## config.mk

```make
export PLATFORM = sky130hd
export DESIGN_NAME = led_strip_scheduler
export DESIGN_NICKNAME = d
export VERILOG_FILES = /design/src/rtl/led_strip_scheduler.sv
export SDC_FILE = /design/constraint.sdc
export NUM_CORES = 1
export LEC_CHECK = 0
export CORE_MARGIN = 1.5
export CORE_UTILIZATION = 60
export DETAILED_ROUTE_END_ITERATION = 10
export DONT_BUFFER_PORTS = 1
export HOLD_SLACK_MARGIN = 0.15
export PLACE_DENSITY_LB_ADDON = 0.2
export SLEW_MARGIN = 30
export SYNTH_ARGS = -nofsm -noshare
export SYNTH_HDL_FRONTEND = slang
export SYNTH_SLANG_ARGS = --single-unit
```

## constraint.sdc

```tcl
create_clock -name clock -period 2 [get_ports clock]
set_clock_uncertainty 0.2 [all_clocks]
set_input_delay 0.3 -clock clock [delete_from_list [all_inputs] [get_ports clock]]
set_output_delay 0.3 -clock clock [all_outputs]
set_load 0.005 [all_outputs]
```

## src/rtl/led_strip_scheduler.sv

```systemverilog
// Frame sequencer for the LED bar: walks each LED index through the external
// colour mixer and streams the registered pixels to a WS2812 serializer.
module led_strip_scheduler #(
  parameter int N            = 10,
  parameter int N_LEDS       = 16,
  parameter int LATCH_CYCLES = 2500,
  parameter int GRB_ORDER    = 0
) (
  input  logic         clock,
  input  logic         reset_n,
  input  logic         start,
  input  logic [N-1:0] nivel,
  input  logic [N-1:0] mid_idx,
  input  logic [N-1:0] max_idx,
  output logic [N-1:0] mix_contador,
  output logic [N-1:0] mix_mid,
  output logic [N-1:0] mix_max,
  input  logic [23:0]  mix_cor,
  output logic [23:0]  pix_data,
  output logic         pix_valid,
  input  logic         pix_ready,
  output logic         busy,
  output logic         frame_done
);

  localparam int            CW         = $clog2(LATCH_CYCLES + 1);
  localparam logic [N-1:0]  LAST_IDX   = N'(N_LEDS - 1);
  localparam logic [CW-1:0] LATCH_LOAD = CW'(LATCH_CYCLES);

  typedef enum logic [2:0] {IDLE, FETCH, SEND, LATCH, DONE} state_t;

  state_t        state, state_n;
  logic          armed;
  logic [N-1:0]  idx;
  logic [N-1:0]  nivel_q, mid_q, max_q;
  logic [23:0]   pix_q;
  logic [23:0]   colour;
  logic [CW-1:0] latch_cnt;
  logic          start_ok;
  logic          handshake;

  // armed marks the single cycle between accepting start and the first FETCH,
  // during which the mixer settles on the freshly latched mid/max points.
  assign start_ok  = (state == IDLE) && !armed && start;
  assign handshake = pix_valid && pix_ready;
  assign colour    = (GRB_ORDER != 0) ? {mix_cor[15:8], mix_cor[23:16], mix_cor[7:0]}
                                      : mix_cor;

  always_comb begin
    // NOTE: default assigned before the case so no path leaves state_n unassigned (no latch).
    state_n = state;
    case (state)
      IDLE:    if (armed) state_n = FETCH;
      FETCH:   state_n = SEND;
      SEND:    if (pix_ready) state_n = (idx == LAST_IDX) ? LATCH : FETCH;
      LATCH:   if (latch_cnt == CW'(1)) state_n = DONE;
      DONE:    state_n = IDLE;
      default: state_n = IDLE;
    endcase
  end

  always_ff @(posedge clock) begin
    if (!reset_n) begin
      state     <= IDLE;
      armed     <= 1'b0;
      idx       <= '0;
      nivel_q   <= '0;
      mid_q     <= '0;
      max_q     <= '0;
      pix_q     <= '0;
      latch_cnt <= '0;
    end else begin
      // NOTE: non-blocking assignments so every register samples pre-edge values.
      state <= state_n;
      armed <= start_ok;
      if (start_ok) begin
        nivel_q <= nivel;
        mid_q   <= mid_idx;
        max_q   <= max_idx;
        idx     <= '0;
      end
      if (state == FETCH) pix_q <= (idx < nivel_q) ? colour : 24'h000000;
      if (state == SEND && handshake) begin
        if (idx == LAST_IDX) latch_cnt <= LATCH_LOAD;
        else                 idx       <= idx + N'(1);
      end
      if (state == LATCH) latch_cnt <= latch_cnt - CW'(1);
      // Park the index at 0 so the mixer sees LED 0 while idle.
      if (state == DONE) idx <= '0;
    end
  end

  assign mix_contador = idx;
  assign mix_mid      = mid_q;
  assign mix_max      = max_q;
  assign pix_data     = pix_q;
  assign pix_valid    = (state == SEND);
  assign frame_done   = (state == DONE);
  assign busy         = (state != IDLE) || armed;

endmodule
```

======== Word-level counts from Yosys, hierarchy flattened ========
Index checks and enable logic that the tools add are counted.
storage, ports and cells
  register bits ........................... 80
  bits of input ports ..................... 58
  output and inout port bits .............. 57
  word-level logic and storage cells ...... 46
cells by class
  add/sub/neg operators ................... 2
  $lt $le $gt $ge ......................... 1
  eq/ne operators ......................... 9
  mux-type cells .......................... 12
  bitwise logic cells ..................... 1
  reductions and logical operators ........ 13
operators with widths
  operator               number
  $mux 12                3
  $mux 10                3
  $mux 24                1
  $eq 12x1->1 const B    1
  $pmux 3 s4             1
  $sub 12x1->12 const B  1
  $add 10x1->10 const B  1
  $eq 10x4->1 const B    1
  $lt 10x10->1           1
  $mux 3                 3
  $eq 3x2->1 const B     2
  $logic_and 1x1->1      4
  $ne 2x2->1 const B     2
  $reduce_bool 2->1      2
  $eq 3x1->1 const B     1
  $eq 3x3->1 const B     1
  $logic_not 3->1        1
  $reduce_and 3->1       1
  $reduce_bool 3->1      1
  $mux 2                 1
  $ne 2x1->1 const B     1
  $reduce_and 2->1       1
  $reduce_or 2->1        1
  $logic_not 1->1        1
  2 further kinds        2

======== Depth between registers and ports, before layout ========
Gate-level depths: netlist (run 1).
  word-level depth ........................ 6
  mapped depth ............................ 7
  depth with buffers taken out ............ 6

======== Least setup slack after synthesis (run 1) ========
No wires, ideal clock.
  kind .................................... register -> register
  from .................................... register idx[0] (netlist: mix_contador[0])
  to ...................................... register idx[9] (netlist: mix_contador[9])
  setup time .............................. 0.071 ns
  arrival ................................. 1.555 ns
  data required time ...................... 1.729 ns
  setup slack ............................. 0.174 ns
  stages on the path, launching flop included .. 6
  buffers on the path ..................... 0
  period minus slack after synthesis ...... 1.826 ns
  path through ............................ dfxtp_1 > ha_1 > and3_1 > a31o_4 > or3_1 > a21oi_1
between the ends
  longest elaborated chain between the ends .. 3
  elaborated cells on any way between the ends .. 4
  those cells by class .................... add/sub: 1; eq/ne: 1; mux: 2
RTL lines
  element                                       RTL line  text
  start, declared                               34        logic [N-1:0] idx;
  start signal, assigned                        85        else idx <= idx + N'(1);
  $add 10x1->10 or $eq 10x4->1 (tied branches)  85, 84
  $mux 10 *                                     84        if (idx == LAST_IDX) latch_cnt <= LATCH_LOAD;
  $mux 10 *                                     83        if (state == SEND && handshake) begin
Mark *: on every way between the ends. The rest lies on a longest branch, timed or not.
A chain may end at the register's enable or synchronous reset.

======== Final worst setup path (run 1) ========
  from .................................... register idx[1] (netlist: mix_contador[1])
  to ...................................... register pix_q[3] (netlist: pix_data[3])
between the ends
  longest elaborated chain between the ends .. 2
RTL lines
  element               RTL line  text
  $lt 10x10->1          82        if (state == FETCH) pix_q <= (idx < nivel_q) ? colour : 24'h000000;
  $mux 24               82
  end signal, assigned  82
  end, declared         36        logic [23:0] pix_q;
No other way between the ends.

==> impl_metrics.csv, run 1 <==
group,metric,value,unit
timing,tns,0,ps
die,pin_count,115,
placement,dp_hpwl,5230,µm
drt,dr_wl_met2,5040,µm
clock_tree,cts.path.max_buffers,2,
global_route,antenna_found_initial,0,
logic_synthesis,async_reset_ff_share,0,%
power,ir_drop,0.602,mV
logic_synthesis,syn-instance-count,381,
run_status,outcome,"finished clean",
critical_path,startpoint_type,"flip-flop",
critical_path,cp.arrival,2020,ps
cells_and_area,fin_area,0.00454,mm²
cells_and_area,finalNonFillerCells,525,
critical_path,criticalPathCategory,"reg -> reg",
global_route,grt_pass1_vias,2919,
critical_path,end_kind,"flip-flop",
clock_tree,cts_buffers,9,
clock_tree,h-tree-depth,3,
placement,placed_cell_area,0.00370,mm²
cells_and_area,diodes,0,
logic_synthesis,avgSynthCellArea,9.37,µm²
clock_tree,clkSinkCount,80,
drt,dr.max_layer_used,"met4",
logic_synthesis,ys.flop_type,"dfxtp_1",
timing,hold_viol_final,0,
global_route,grt.total_usage,29.3,%
cells_and_area,final-seq-area,0.00161,mm²
cells_and_area,nFillCells,353,
clock_tree,cts.clk_slew.worst_paths,100,ps
die,rows,27,
placement,dpl.cell_count,450,
cells_and_area,areaGrowthSynthToFinish,27.3,%
timing,period_share,96.0,%
hold_path,hold_class,"in -> reg",
timing,min_period,1920,ps
die,design.core.area,0.00561,mm²
power,powerDensity,738,mW/mm²
timing,final-max-slew-violation-count,0,
cells_and_area,multi_input_comb_area,0.00178,mm²
logic_synthesis,syn-cell-area,0.00357,mm²
logic_synthesis,yosysTopAreaCellShare,44.8,%
critical_path,worst_ep_required_time,2100,ps
die,initial_core_util,63.7,%
die,fp.dieW,80.1,µm
clock_tree,clockRootBuffer,"clkbuf_8",
job,cap_violations,0,
placement,io_buffers,0,
drt,vias,3100,
drt,drc_errors,0,
logic_synthesis,synth_edf_count,0,
drt,wl,9540,µm
timing,finalWorstSetupSlack,79.6,ps
drt,first_pass_iters,4,
drt,detail-route-antenna-nets,0,
logic_synthesis,seq_area_frac_synth,44.8,%
placement,place.gp.congestion,0.860,
logic_synthesis,ys_types,58,
placement,post-place-ws,85.9,ps
drt,wl_per_cell,18.2,µm
cells_and_area,utilization,81.0,%
drt,drtIter0Drc,164,
timing,worstMarginPinSlew,483,ps
logic_synthesis,ys_ff_latch,80,
drt,viasPerCell,5.90,
global_route,grt_pass1_wl,14300,µm
global_route,grt_overflow_total,0,
logic_synthesis,synth_top_cell_by_area,"dfxtp_1",
power,leakagePower,1.81,nW
clock_tree,cts_tree,"yes",
die,die_h,80.1,µm
timing,setup_viol,0,
cells_and_area,fin_nets,518,
timing,fmax,521,MHz
clock_tree,clock_latency,350,ps
critical_path,cp_max_fo,24,
logic_synthesis,synthTopCellsByArea,"dfxtp_1, nand2_1, a21boi_1, a22o_1, ha_1",
global_route,grt_start_max_net_pins,46,
logic_synthesis,yosysWarnings,0,
drt,drt-met1-wl,3630,µm
cells_and_area,drive_above_1_share,13.5,%
logic_synthesis,syn_nets,451,
timing,relSlewSlack,67.7,%
die,die_area,0.00642,mm²
drt,route.met3.wl,677,µm
[registers in the layout (all words and copies together) (netlist names)]
register      flops
state             3
mix_max          10
armed             1
mix_mid          10
latch_cnt        12
pix_data         24
nivel_q          10
mix_contador     10
[power by group]
part | switching (mW) | leakage [nW] | total (mW) | internal [mW]
registers | 0.0522 | 0.652 | 1.71 | 1.66
logic | 0.179 | 1.05 | 0.372 | 0.193
clock network | 0.645 | 0.108 | 1.27 | 0.629
total | 0.876 | 1.81 | 3.35 | 2.48
[cells in the mapped netlist (all sizes together), types with 4 or more instances]
library cell / count
dfxtp: 80
nand2: 74
a21boi: 37
a22o: 24
inv: 16
nor2: 15
a21oi: 14
buf: 12
ha: 12
nand3: 11
clkbuf: 10
o21ai: 8
nor3: 7
a31oi: 5
o211ai: 5
and2: 4
and3: 4
nand3b: 4
nor4: 4
[what timing repair did]
| item | in CTS | in global routing |
|---|---|---|
| endpoints found under the hold margin | 73 | 0 |
| endpoints found under the setup margin | 0 | 28 |
| buffers inserted | 0 | 0 |
| resized for setup | 0 | 6 |
| hold buffers | 58 | 0 |
[placed cells by master (no fill, tap or decap), drive strengths merged, types with 11 or more instances in the layout]
cell	synthesis	final
clkbuf	10	11
a21boi	37	37
nand3	11	11
a22o	24	24
dfxtp	80	80
inv	16	19
dlygate4sd3	0	56
a21oi	14	14
ha	12	12
nand2	74	74
buf	12	20
nor2	15	15
[cell type report]
class	count	share of cell area (%)
Tap cell	72	1.98
Clock inverter	6	1.62
Multi-Input combinational cell	263	39.2
Sequential cell	80	35.3
Inverter	16	1.32
Clock buffer	10	3.03
Timing Repair Buffer	78	17.6
[layer usage]
metal	global-route usage, %	vias to the layer above
met5	0	-
met4	12.9	0
met3	7.50	19
met2	52.9	134
met1	32.0	1468
li1	-	1479
[cells by family after synthesis]
kind of cell,Yosys count,synth area share [%]
AND/OR/NAND/NOR,143,22.2
adder cells (fa/ha/maj),12,4.20
flip-flops,80,44.8
multiplexers,1,0.280
XOR/XNOR,4,0.981
AO/OA/AOI/OAI,103,21.7
buffers and inverters,38,5.71
[critical path, stage by stage, from the launching register on]
cell and delay, ps:
dfxtp_1 320, buf_4 150, ha_1 290, a211oi_1 200, o21ai_1 130, a21oi_2 200
buf_12 180, a22o_1 190
[path summary, 6_finish.rpt]
| check | startpoint | end | slack (ps) | cells after the start |
|---|---|---|---|---|
| max reg2reg | mix_contador[1]$_SDFF_PP0_ | pix_data[3]$_SDFFE_PN0N_ | 80 | 7 |
| min reg2reg | nivel_q[2]$_SDFFE_PN0P_ | nivel_q[2]$_SDFFE_PN0P_ | 260 | 2 |
| min | reset_n | mix_contador[1]$_SDFF_PP0_ | 160 | 2 |
| max | mix_contador[1]$_SDFF_PP0_ | pix_data[3]$_SDFFE_PN0N_ | 80 | 7 |
[stage by stage]
| step | total power [mW] | hold slack, ps |
|---|---|---|
| floorplan | 1.93 | 226 |
| global placement | 1.98 | 223 |
| detailed placement | 1.99 | 229 |
| CTS | 3.31 | 160 |
| global route | 3.48 | 180 |
| finish | 3.35 | 164 |
Power figures use the tool's default switching activity.
==> inputs of run 2 (changes only) <==
==> constraint.sdc (replaced) <==
create_clock -name clock -period 2 [get_ports clock]
set_clock_uncertainty 0.2 [all_clocks]
set_input_delay 0.1 -clock clock [delete_from_list [all_inputs] [get_ports clock]]
set_output_delay 0.1 -clock clock [all_outputs]
set_load 0.005 [all_outputs]
==> run 2 against run 1 <==
Net effect: clock power barely moved; die area did not move; cell area fell by 1.0%; total power fell by 0.38%; first-iteration DRC count fell by 21%; wire length fell by 5.5%; global-route usage fell by 0.77 points; critical path type unchanged; largest power group unchanged.
==> impl_metrics.csv, run 2 (synthesized netlist as in run 1, its figures left out) <==
group,metric,value,unit
die,fp.dieW,80.1,µm
critical_path,path_cells,"buf_4 -> ha_1 -> a211oi_1 -> o21ai_1 -> a21oi_2 -> buf_12 -> a22o_1",
clock_tree,clock_latency,350,ps
power,p_clk_share,38.2,%
timing,period_share,95.1,%
clock_tree,h-tree-depth,3,
timing,hold_viol_final,0,
timing,worstMarginPinSlew,487,ps
clock_tree,cts_buffers,9,
global_route,antenna_found_initial,0,
critical_path,timing.rr.start,"mix_contador[1]$_SDFF_PP0_",
die,rows,27,
drt,detail-route-antenna-nets,0,
timing,rsz0062_at_grt,"no",
cells_and_area,mostFrequentLayoutCells,"dfxtp_1, nand2_1, dlygate4sd3_1",
global_route,grt_overflow_total,0,
critical_path,criticalPathCategory,"reg -> reg",
timing,min_period,1900,ps
drt,wl,9010,µm
clock_tree,clockRootBuffer,"clkbuf_8",
power,power.total,3.34,mW
power,comb_power_share,10.7,%
cells_and_area,fin_nets,516,
critical_path,worstSetupStartpoint,"mix_contador[1]$_SDFF_PP0_",
critical_path,max_stage_delay,320,ps
die,initial_core_util,63.7,%
drt,viasPerCell,5.88,
critical_path,worst_ep_required_time,2090,ps
timing,final-max-slew-violation-count,0,
timing,setup_viol,0,
drt,first_pass_iters,5,
power,switching_share,26.1,%
cells_and_area,multi_input_comb_area,0.00178,mm²
critical_path,cp.arrival,2000,ps
critical_path,rr_worst_depth,7,
timing,relSlewSlack,67.4,%
power,power_switching,0.872,mW
power,pwr-share-seq,51.1,%
cells_and_area,areaGrowthSynthToFinish,25.9,%
power,internal_power,2.47,mW
placement,dp_hpwl,5250,µm
critical_path,end_kind,"flip-flop",
drt,vias,3082,
hold_path,hold_class,"in -> reg",
placement,place.gp.congestion,0.821,
clock_tree,clkSinkCount,80,
critical_path,slowest_stage,"dfxtp_1",
cells_and_area,final-seq-area,0.00160,mm²
die,die_area,0.00642,mm²
clock_tree,cts.clk_slew.worst_paths,90,ps
cells_and_area,largest_reg_flops,24,
drt,drtIter0Drc,130,
power,ir_drop,0.636,mV
cells_and_area,utilization,80.2,%
clock_tree,cts_tree,"yes",
critical_path,startpoint_type,"flip-flop",
critical_path,crit_family,"compound AO/OA/AOI/OAI gates",
timing,tns,0,ps
hold_path,holdPathStages,2,
critical_path,r2r_slack,100,ps
global_route,grt.total_usage,28.5,%
job,cap_violations,0,
cells_and_area,nFillCells,333,
global_route,grt_pass1_wl,14100,µm
global_route,grt_start_max_net_pins,47,
power,powerDensity,743,mW/mm²
cells_and_area,final_common_cell,"dfxtp_1",
drt,wl_per_cell,17.2,µm
critical_path,crit_path_end,"pix_data[12]$_SDFFE_PN0N_",
cells_and_area,drive_above_1_share,12.9,%
critical_path,crit_buf_inv,2,
die,design.core.area,0.00561,mm²
die,die_h,80.1,µm
drt,drc_errors,0,
critical_path,timing.rr.end,"pix_data[12]$_SDFFE_PN0N_",
clock_tree,cts.path.max_buffers,2,
critical_path,cp_max_fo,24,
global_route,grt_pass1_vias,2968,
timing,fmax,526,MHz
die,pin_count,115,
power,leakagePower,1.79,nW
placement,io_buffers,0,
run_status,outcome,"finished clean",
critical_path,path_depth,7,
[run 2: timing repair]
action	in CTS	in global routing
hold endpoints to repair	80	0
endpoints found under the setup margin	0	6
resized for setup	0	3
hold buffers	58	0
setup buffers	0	0
[run 2: metal layers]
| layer | track usage, % | part of all wire [%] | up-vias |
|---|---|---|---|
| met3 | 8.86 | 6.9 | 15 |
| li1 | - | - | 1476 |
| met1 | 33.2 | 39 | 1467 |
| met2 | 48.7 | 52 | 124 |
| met4 | 10.9 | 1.7 | 0 |
| met5 | 0 | 0 | - |
[run 2: layout make-up]
type,instances,area share [%]
repair buffers,76,16.7
inverters,16,1.34
well taps,72,2.00
clock buffers,10,3.06
diodes,1,0.0556
multi-input cells,263,39.5
clock inverters,6,1.70
flip-flops and latches,80,35.6
[run 2: worst min path at each step]
stage | slack (ps) | start | to
6_report | 200 | mix_cor[19] | pix_data[19]$_SDFFE_PN0N_
5_1_grt | 200 | mix_cor[19] | pix_data[19]$_SDFFE_PN0N_
4_1_cts | 200 | mix_cor[19] | pix_data[19]$_SDFFE_PN0N_
3_5_place_dp | 30 | reset_n | latch_cnt[2]$_SDFFE_PN0P_
3_3_place_gp | 20 | reset_n | latch_cnt[2]$_SDFFE_PN0P_
2_1_floorplan | 30 | mix_cor[0] | pix_data[0]$_SDFFE_PN0N_
[run 2: power by group through the flow]
stage               Combinational, mW  Clock, mW  Sequential (mW)
global route                    0.390       1.36             1.71
finish                          0.359       1.27             1.71
CTS                             0.346       1.26             1.71
global placement                0.229          0             1.74
floorplan                       0.204          0             1.73
detailed placement              0.236          0             1.74
[run 2: per-stage QoR]
step	hold slack (ps)	instances	instance area, µm²	setup slack [ps]
6_report	203	524	4500	97.8
5_1_grt	202	523	4490	20.0
4_1_cts	205	523	4490	77.3
3_5_place_dp	27.7	449	3680	99.7
3_3_place_gp	22.6	449	3680	141
2_1_floorplan	25.7	381	3570	174
==> inputs of run 3 (changes only) <==
clock period = 1.9 ns   (was 2 ns; I/O delays follow)
==> run 3 against run 2 <==
Net effect: cell area up 4.3%; flip-flop and latch count stayed put; register-to-register slack lost 110 ps; global-route usage grew 1.2 points; wire length grew 11%; combinational power up 12%; die area is the same; the flow now finishes with violations (setup timing); count of clock-buffer cells in the layout fell by 1; fmax is 0.29% lower; sequential share of layout area fell by 1.3 points; worst hold slack gained 1.2 ps; largest power group unchanged.
==> impl_metrics.csv, run 3 (synthesized netlist as in run 1, its figures left out) <==
group,metric,value,unit
run_status,outcome,"finished with violations",
run_status,violations,"setup timing",
global_route,grt_overflow_total,0,
clock_tree,cts_buffers,9,
critical_path,timing.rr.start,"nivel_q[9]$_SDFFE_PN0P_",
cells_and_area,diodes,0,
critical_path,cp.arrival,1960,ps
global_route,grt_pass1_wl,14700,µm
hold_path,holdPathStages,2,
critical_path,end_kind,"flip-flop",
placement,dp_hpwl,5280,µm
critical_path,rr_worst_depth,8,
critical_path,slowest_stage,"dfxtp_1",
drt,first_pass_iters,4,
placement,place.gp.congestion,0.852,
clock_tree,clock_latency,370,ps
drt,drc_errors,0,
hold_path,hp-start,"mix_cor[23]",
cells_and_area,fin_nets,528,
power,ir_drop,0.668,mV
cells_and_area,areaGrowthSynthToFinish,31.4,%
global_route,grt_start_max_net_pins,47,
cells_and_area,final-seq-area,0.00161,mm²
timing,min_period,1910,ps
critical_path,max_stage_delay,370,ps
timing,rsz0062_at_grt,"yes",
timing,period_share,100,%
placement,placed_cell_area,0.00375,mm²
global_route,grt_pass1_vias,3072,
clock_tree,h-tree-depth,3,
timing,worstMarginPinSlew,645,ps
die,die_h,80.1,µm
die,initial_core_util,63.7,%
drt,drtIter0Drc,112,
critical_path,r2r_slack,-8,ps
clock_tree,clkSinkCount,80,
cells_and_area,fin_area,0.00469,mm²
clock_tree,clockRootBuffer,"clkbuf_8",
drt,wl,10000,µm
cells_and_area,finalNonFillerCells,535,
drt,vias,3137,
die,die_area,0.00642,mm²
power,powerDensity,755,mW/mm²
die,design.core.area,0.00561,mm²
die,rows,27,
timing,finalWorstSetupSlack,-7.79,ps
timing,relSlewSlack,56.9,%
global_route,antenna_found_initial,0,
timing,final-max-slew-violation-count,0,
placement,io_buffers,0,
die,fp.dieW,80.1,µm
cells_and_area,nFillCells,320,
critical_path,criticalPathCategory,"reg -> reg",
timing,fmax,524,MHz
clock_tree,cts.clk_slew.worst_paths,90,ps
global_route,grt.total_usage,29.7,%
cells_and_area,drive_above_1_share,16.6,%
cells_and_area,mostFrequentLayoutCells,"dfxtp_1, nand2_1, dlygate4sd3_1",
power,leakagePower,1.89,nW
clock_tree,cts.path.max_buffers,2,
drt,viasPerCell,5.86,
hold_path,hold_class,"in -> reg",
cells_and_area,final_common_cell,"dfxtp_1",
critical_path,timing.rr.end,"pix_data[11]$_SDFFE_PN0N_",
timing,hold_viol_final,0,
placement,dpl.cell_count,457,
hold_path,hold_end,"pix_data[23]$_SDFFE_PN0N_",
critical_path,path_cells,"inv_1 -> ha_1 -> nand4_1 -> a21oi_1 -> a21oi_2 -> buf_4 -> buf_12 -> a22o_1",
job,cap_violations,0,
critical_path,cp_max_fo,12,
clock_tree,cts_tree,"yes",
cells_and_area,multi_input_comb_area,0.00181,mm²
timing,setup_viol,3,
drt,detail-route-antenna-nets,0,
cells_and_area,largest_reg_flops,24,
critical_path,startpoint_type,"flip-flop",
die,pin_count,115,
critical_path,worst_ep_required_time,1950,ps
drt,wl_per_cell,18.7,µm
==> run 3: cell count changes in the layout (fill, tap and decap cells not counted), moves of 2 or more <==
cell       before  now
nor4_4          1    3
dfxtp_1        79   75
buf_4          16   24
clkinv_4        3    1
nor4_2          2    0
dfxtp_2         1    4
clkbuf_16       0    2
==> run 3: final cells by class <==
cell class	count	area share, %
inverters	16	1.28
well taps	72	1.92
clock buffers	9	2.64
clock inverters	7	1.84
multi-input cells	263	38.6
flip-flops and latches	80	34.3
repair buffers	88	19.4
==> run 3: per-stage QoR <==
stage	hold WS [ps]	TNS, ps	setup slack (ps)	util [%]	total power, mW
floorplan	20.7	0	74.1	-	2.03
global placement	17.9	0	37.8	66.9	2.07
global route	194	-796	-55.8	83.6	3.66
detailed placement	25.9	-1200	-64.1	66.9	2.08
CTS	194	0	36.2	81.6	3.50
finish	204	-14.6	-7.79	83.6	3.54
==> run 3: per-layer routing <==
metal	wire length (µm)	GRT usage [%]
met5	0	0
met4	304	15.9
met3	601	7.05
met2	5300	54.6
met1	3820	31.0
==> run 3: worst max-delay path by stage <==
stage,start,to,slack (ps)
final,nivel_q[9]$_SDFFE_PN0P_,pix_data[11]$_SDFFE_PN0N_,-8
after global routing,mix_contador[1]$_SDFF_PP0_,mix_contador[8]$_SDFF_PP0_,-60
after CTS,state[2]$_SDFFE_PN0P_,pix_data[8]$_SDFFE_PN0N_,40
after detailed placement,state[1]$_SDFFE_PN0P_,pix_data[8]$_SDFFE_PN0N_,-60
after global placement,state[1]$_SDFFE_PN0P_,mix_contador[9]$_SDFF_PP0_,40
after floorplan,mix_contador[0]$_SDFF_PP0_,mix_contador[9]$_SDFF_PP0_,70
==> run 3: critical path: cells and delay by family (launching register included) <==
family                     cells  cell delay (ps)
AOI/OAI and AO/OA              3              430
adders and majority gates      1              320
buffers and inverters          3              370
DFF                            1              370
and+or+nand+nor                1              100
==> run 3: timing repair <==
action,4_1_cts,5_1_grt
endpoints found under the setup margin,27,38
hold buffers,59,0
setup buffers,0,1
pin swaps,0,2
hold endpoints to repair,80,0
gates resized for setup,2,12
gates cloned,0,2
==> run 3: power by group <==
group / total [mW] / internal, mW / switching [mW] / leakage, nW
Combinational: 0.403 / 0.209 / 0.194 / 1.13
Clock: 1.34 / 0.637 / 0.703 / 0.104
Sequential: 1.80 / 1.74 / 0.0583 / 0.653
Total: 3.54 / 2.59 / 0.955 / 1.89
